### config.mk
export PLATFORM = sky130hd
export DESIGN_NAME = mul_arbiter_flat
export DESIGN_NICKNAME = d
export VERILOG_FILES = /design/src/rtl/mul_pkg.sv /design/src/rtl/mul_arbiter_if.sv /design/src/rtl/mul_rr_arb.sv /design/src/rtl/mul_arbiter.sv /design/src/flat_wrapper.sv
export SDC_FILE = /design/constraint.sdc
export NUM_CORES = 1
export LEC_CHECK = 0
export CORE_AREA = 2 2 128 130
export DETAILED_ROUTE_END_ITERATION = 12
export DIE_AREA = 0 0 130 132
export PLACE_DENSITY = 0.75
export SLEW_MARGIN = 20
export SYNTH_ARGS = -nofsm -noshare
export SYNTH_HDL_FRONTEND = slang
export SYNTH_SLANG_ARGS = --single-unit
### constraint.sdc
create_clock -name clk -period 3.1 [get_ports clk]
set_input_delay 0.62 -clock clk [delete_from_list [all_inputs] [get_ports clk]]
set_output_delay 0.62 -clock clk [all_outputs]
set_load 0.02 [all_outputs]
### src/rtl/mul_pkg.sv
// Shared definitions for the multiplier-sharing arbiter: FSM states, widths
// and requester port indices.
package mul_pkg;

    localparam int OPND_W = 32;
    localparam int PROD_W = 64;

    localparam logic PORT0 = 1'b0;
    localparam logic PORT1 = 1'b1;

    typedef enum logic [1:0] {
        IDLE  = 2'd0,
        ISSUE = 2'd1,
        WAIT  = 2'd2,
        RESP  = 2'd3
    } state_t;

endpackage

### src/rtl/mul_arbiter_if.sv
// Bundle of requester handshakes and multiplier-side signals around mul_arbiter.
// The slave modport is the arbiter's view; master is the surrounding system.
interface mul_arbiter_if;
    import mul_pkg::*;

    logic                req0;
    logic [0:OPND_W-1]   a0;
    logic [0:OPND_W-1]   b0;
    logic                req1;
    logic [0:OPND_W-1]   a1;
    logic [0:OPND_W-1]   b1;
    logic                gnt0;
    logic                gnt1;
    logic                rsp_valid0;
    logic                rsp_valid1;
    logic [0:PROD_W-1]   rsp_data;
    logic                err;
    logic                busy;
    logic                mul_start;
    logic [0:OPND_W-1]   mul_a;
    logic [0:OPND_W-1]   mul_b;
    logic                mul_done;
    logic [0:PROD_W-1]   mul_result;

    modport slave (
        input  req0, a0, b0, req1, a1, b1, mul_done, mul_result,
        output gnt0, gnt1, rsp_valid0, rsp_valid1, rsp_data, err, busy,
               mul_start, mul_a, mul_b
    );

    modport master (
        output req0, a0, b0, req1, a1, b1, mul_done, mul_result,
        input  gnt0, gnt1, rsp_valid0, rsp_valid1, rsp_data, err, busy,
               mul_start, mul_a, mul_b
    );

endinterface

### src/rtl/mul_rr_arb.sv
// Two-input round-robin arbiter, purely combinational; the pointer register
// lives in the parent so it only advances on an actual grant.
module mul_rr_arb
    import mul_pkg::*;
(
    input  logic [1:0] req,
    input  logic       ptr,
    output logic [1:0] grant,
    output logic       valid
);

    // A lone requester always wins; the pointer only breaks ties.
    always_comb begin
        grant = 2'b00;
        if (req == 2'b11) begin
            grant = (ptr == PORT1) ? 2'b10 : 2'b01;
        end else begin
            grant = req;
        end
    end

    assign valid = |req;

endmodule

### src/rtl/mul_arbiter.sv
// Shares one multi-cycle multiplier between the pipeline MULT stage (port 0)
// and the auxiliary requester (port 1), with round-robin and timeout abort.
module mul_arbiter
    import mul_pkg::*;
#(
    parameter int TIMEOUT = 16,
    parameter int CNT_W   = 5
) (
    input logic          clk,
    input logic          reset,
    mul_arbiter_if.slave bus
);

    state_t              state;
    logic                ptr;
    logic                owner;
    logic [CNT_W-1:0]    cnt;
    logic [1:0]          win;
    logic                win_valid;

    logic                gnt0;
    logic                gnt1;
    logic                rsp_valid0;
    logic                rsp_valid1;
    logic                err;
    logic                mul_start;
    logic [0:OPND_W-1]   mul_a;
    logic [0:OPND_W-1]   mul_b;
    logic [0:PROD_W-1]   rsp_data;

    mul_rr_arb u_arb (
        .req   ({bus.req1, bus.req0}),
        .ptr   (ptr),
        .grant (win),
        .valid (win_valid)
    );

    // Responses are raised on the WAIT->RESP edge so they are visible while
    // in RESP, one cycle after mul_done is sampled.
    always_ff @(posedge clk) begin
        if (reset) begin
            state      <= IDLE;
            ptr        <= PORT0;
            owner      <= PORT0;
            cnt        <= '0;
            gnt0       <= 1'b0;
            gnt1       <= 1'b0;
            rsp_valid0 <= 1'b0;
            rsp_valid1 <= 1'b0;
            err        <= 1'b0;
            mul_start  <= 1'b0;
            mul_a      <= '0;
            mul_b      <= '0;
            rsp_data   <= '0;
        end else begin
            gnt0       <= 1'b0;
            gnt1       <= 1'b0;
            rsp_valid0 <= 1'b0;
            rsp_valid1 <= 1'b0;
            err        <= 1'b0;
            mul_start  <= 1'b0;
            case (state)
                IDLE: begin
                    if (win_valid) begin
                        gnt0  <= win[PORT0];
                        gnt1  <= win[PORT1];
                        owner <= win[PORT1];
                        // Pointer moves to the port that did not just win.
                        ptr   <= win[PORT0];
                        mul_a <= win[PORT1] ? bus.a1 : bus.a0;
                        mul_b <= win[PORT1] ? bus.b1 : bus.b0;
                        state <= ISSUE;
                    end
                end
                ISSUE: begin
                    mul_start <= 1'b1;
                    cnt       <= '0;
                    state     <= WAIT;
                end
                WAIT: begin
                    if (bus.mul_done) begin
                        rsp_data   <= bus.mul_result;
                        rsp_valid0 <= (owner == PORT0);
                        rsp_valid1 <= (owner == PORT1);
                        state      <= RESP;
                    end else if (cnt == CNT_W'(TIMEOUT - 1)) begin
                        rsp_data   <= '0;
                        err        <= 1'b1;
                        rsp_valid0 <= (owner == PORT0);
                        rsp_valid1 <= (owner == PORT1);
                        state      <= RESP;
                    end else begin
                        cnt <= cnt + 1'b1;
                    end
                end
                RESP: begin
                    state <= IDLE;
                end
                default: begin
                    state <= IDLE;
                end
            endcase
        end
    end

    assign bus.gnt0       = gnt0;
    assign bus.gnt1       = gnt1;
    assign bus.rsp_valid0 = rsp_valid0;
    assign bus.rsp_valid1 = rsp_valid1;
    assign bus.rsp_data   = rsp_data;
    assign bus.err        = err;
    assign bus.busy       = (state != IDLE);
    assign bus.mul_start  = mul_start;
    assign bus.mul_a      = mul_a;
    assign bus.mul_b      = mul_b;

endmodule

### src/flat_wrapper.sv
// flat-port wrapper written by rule: the top's interface ports become plain ports
module mul_arbiter_flat import mul_pkg::*;
#(
    parameter int TIMEOUT = 16,
    parameter int CNT_W   = 5
)
  (clk, reset, bus_req0, bus_a0, bus_b0, bus_req1, bus_a1, bus_b1, bus_mul_done, bus_mul_result, bus_gnt0, bus_gnt1, bus_rsp_valid0, bus_rsp_valid1, bus_rsp_data, bus_err, bus_busy, bus_mul_start, bus_mul_a, bus_mul_b);
  mul_arbiter_if bus_i ();
  input logic clk;
  input logic reset;
  input wire logic [$bits(bus_i.req0)-1:0] bus_req0;
  input wire logic [$bits(bus_i.a0)-1:0] bus_a0;
  input wire logic [$bits(bus_i.b0)-1:0] bus_b0;
  input wire logic [$bits(bus_i.req1)-1:0] bus_req1;
  input wire logic [$bits(bus_i.a1)-1:0] bus_a1;
  input wire logic [$bits(bus_i.b1)-1:0] bus_b1;
  input wire logic [$bits(bus_i.mul_done)-1:0] bus_mul_done;
  input wire logic [$bits(bus_i.mul_result)-1:0] bus_mul_result;
  output wire logic [$bits(bus_i.gnt0)-1:0] bus_gnt0;
  output wire logic [$bits(bus_i.gnt1)-1:0] bus_gnt1;
  output wire logic [$bits(bus_i.rsp_valid0)-1:0] bus_rsp_valid0;
  output wire logic [$bits(bus_i.rsp_valid1)-1:0] bus_rsp_valid1;
  output wire logic [$bits(bus_i.rsp_data)-1:0] bus_rsp_data;
  output wire logic [$bits(bus_i.err)-1:0] bus_err;
  output wire logic [$bits(bus_i.busy)-1:0] bus_busy;
  output wire logic [$bits(bus_i.mul_start)-1:0] bus_mul_start;
  output wire logic [$bits(bus_i.mul_a)-1:0] bus_mul_a;
  output wire logic [$bits(bus_i.mul_b)-1:0] bus_mul_b;
  assign bus_i.req0 = bus_req0;
  assign bus_i.a0 = bus_a0;
  assign bus_i.b0 = bus_b0;
  assign bus_i.req1 = bus_req1;
  assign bus_i.a1 = bus_a1;
  assign bus_i.b1 = bus_b1;
  assign bus_i.mul_done = bus_mul_done;
  assign bus_i.mul_result = bus_mul_result;
  assign bus_gnt0 = bus_i.gnt0;
  assign bus_gnt1 = bus_i.gnt1;
  assign bus_rsp_valid0 = bus_i.rsp_valid0;
  assign bus_rsp_valid1 = bus_i.rsp_valid1;
  assign bus_rsp_data = bus_i.rsp_data;
  assign bus_err = bus_i.err;
  assign bus_busy = bus_i.busy;
  assign bus_mul_start = bus_i.mul_start;
  assign bus_mul_a = bus_i.mul_a;
  assign bus_mul_b = bus_i.mul_b;
  mul_arbiter #(.TIMEOUT(TIMEOUT), .CNT_W(CNT_W)) u_core (.clk(clk), .reset(reset), .bus(bus_i));
endmodule
==> results.md <==
* Status: completed
* Worst Hold Path EP: u_core.bus.rsp_valid0
* R2R Path Start: u_core.cnt[0]
* Sequential Area at 2860 µm²
* Overflow after GRT at 0
* WL final at 18000 µm
* Vias per cell at 5.10
* Final instance area at 9400 µm²
* CTS H-tree lvls at 4
* Synthesis-stage register bit count at 143
* Setup TNS at 0 ns
* Worst hold path depth at 1
* Post-Syn Area per Cell at 10.7 µm²
* Finished Core Util at 59.8%
* Biggest area consumer among synthesized cells: dfxtp_1
* Syn Nets at 704
* Hold path startpoint: u_core.owner
* Site Rows at 46
* Area of the multi-input gates at 2210 µm²
* Most frequent cell after synthesis: dfxtp_1
* Pwr Total at 7.15 mW
* Die width at 130 µm
* Crit end category: output port
* Synthesized area at 5400 µm²
* Largest net degree at the start of global routing at 70
* Clock Skew at 0.0105 ns
* Top-Level Pins at 332
* Post-route clock period utilization at 79.3%
* Post-synthesis sequential area ratio at 53.0%
* Sink Count at 143
* Clk pin slew, worst setup/hold paths at 0.06 ns
* Initial antenna violation count at 0
* Slew Limit Headroom at 47.5%
* Pre-CTS setup slack at 0.727 ns
* Vias in the first global route at 5359
* Residual DRC at 0
* CTS root buf: clkbuf_16
* Final Max Slew Viols at 0
* Placed cell area at 8780 µm²
* Worst hold slack at 0.453 ns
* Setup bufs post-CTS at 0
* RSZ-0062 raised after global routing: no
* Setup CP Type: register to output port
* Port-buffer cells at 331
* Ys async rst share at 0%
* Non-Filler Instances at 1040
* Register-to-Register Path Depth at 7
* Power per cell area at 761 nW/µm²
* Leak Pwr at 3.42 nW
* Share of cells above drive strength 1 at 6.19%
* Violation count after the first detailed-routing iteration at 308
* EDFF count, synth at 0
* Pin slew with the least headroom to its limit at 0.787 ns
* Hold Fails Final Rpt at 0
* Area Overhead vs Synth at 74.1%
* Final Wtd Congestion at 0.796
* Worst r2r dst: u_core.bus.rsp_data[35]
* WP data required at 2.48 ns
* Die ar. at 17200 µm²
* Core area at 15700 µm²
* PnR worst setup slack at 0.642 ns
* Post-DP HPWL at 13400 µm
* Clk Latency, worst-skew pair at 0.41 ns
* Main synth FF type: dfxtp_1
* Hold Buf Count CTS at 0
* Die H at 132 µm
* HP Class: register to register
* # Max-Cap Violations at 0
* Max clock buf depth at 2
* First-pass GRT wire length at 27400 µm
* Starting Density at 34.3%
* Fmax achieved at 407 MHz
* GRT Util Overall at 20.4%
* Commonest cells in the netlist: 143 x dfxtp_1, 66 x nor2_1, 64 x a22oi_1, 64 x nor3b_1, 63 x a221o_1
* Top post-synthesis cells by area: dfxtp_1 53%, a221o_1 12%, a22oi_1 8.9%, nor3b_1 8.9%, nor2_1 4.6%
* Setup-failing EPs final at 0
* Fillers at 1288
* Worst vdd ir at 0.399 mV
* Final ANT Viol Nets at 0
* Yosys warns at 0
* # placed instances at 1008
* # resized after CTS at 0
* Nets at 1013
* CP arrival at 1.84 ns
* CTS buffer count at 17
* Detailed Routing Iterations Pass 1 at 5
* CP max FO at 6
* Min cycle time layout at 2.46 ns
* Ant diodes at 0
* Library cells used by synthesis at 35
* Nature of the critical path startpoint: register
* Vias at 5305
* Cells after Synth at 502
* CTS tree: built
* Wire per inst at 17.4 µm
* Yosys top cell area share at 53.0%
* R2R Setup Slk at 1.06 ns
## worst max-delay path, stage by stage, from the launching register on
cell and delay, ns:
dfxtp_1 0.35, inv_1 0.08, ha_1 0.28, inv_1 0.08, clkdlybuf4s50_1 0.64
## power breakdown
part           internal, mW  switching [mW]  total [mW]
logic                  1.31            1.34        2.64
clock network          1.31           0.794        2.11
registers              2.21           0.185        2.40
total                  4.83            2.32        7.15
## sequential cells by signal, indices dropped and copies added (netlist names)
signal,count
u_core.owner,1
u_core.cnt,5
u_core.bus.rsp_valid0,1
u_core.bus.gnt0,1
u_core.bus.mul_b,32
u_core.ptr,1
u_core.state,2
u_core.bus.err,1
u_core.bus.mul_a,32
u_core.bus.gnt1,1
u_core.bus.rsp_valid1,1
u_core.bus.mul_start,1
u_core.bus.rsp_data,64
## layer usage
metal / up-vias / wire [µm] / global-route usage, %
met2: 273 / 9050 / 36.0
li1: 2518 / - / -
met3: 27 / 1760 / 7.39
met5: - / 0 / 0
met4: 0 / 442 / 8.96
met1: 2487 / 6790 / 21.5
## cells in the final DEF, fill, tap and decap left out, types with 5 or more instances in the layout
master           count
dfxtp_1            143
a221o_1             63
ha_1                 5
nor3b_1             64
inv_1                5
buf_4                7
nand2_1              5
a22oi_1             64
nor2_1              66
clkdlybuf4s50_1    330
clkbuf_16           17
## worst max path at each step
stage | startpoint | endpoint | slack, ns | cells after the start
5_1_grt | u_core.state[1] | bus_busy | 0.54 | 4
6_report | u_core.state[0] | bus_busy | 0.64 | 4
4_1_cts | u_core.state[0] | bus_busy | 0.60 | 4
3_3_place_gp | bus_mul_done | u_core.bus.rsp_data[45] | 0.83 | 5
3_5_place_dp | bus_mul_done | u_core.bus.rsp_data[62] | 0.73 | 5
2_1_floorplan | u_core.cnt[0] | u_core.bus.rsp_data[10] | 1.43 | 8
## cell type report
cell class / count / share of cell area (%)
repair buffers: 340 / 36.3
flip-flops and latches: 143 / 30.5
multi-input cells: 304 / 23.6
clock buffers: 20 / 4.86
well taps: 216 / 2.88
clock inverters: 12 / 1.69
inverters: 5 / 0.200
## logic make-up after synthesis
family / Yosys count / share of synthesized area [%]
AOI/OAI and AO/OA: 137 / 21.8
and+or+nand+nor: 159 / 17.0
DFF: 143 / 53.0
adders and majority gates: 5 / 1.16
xor gates and xnor gates: 1 / 0.162
buffers and inverters: 55 / 6.40
muxes: 2 / 0.371
Note: power is estimated with default switching activity, not from simulation.
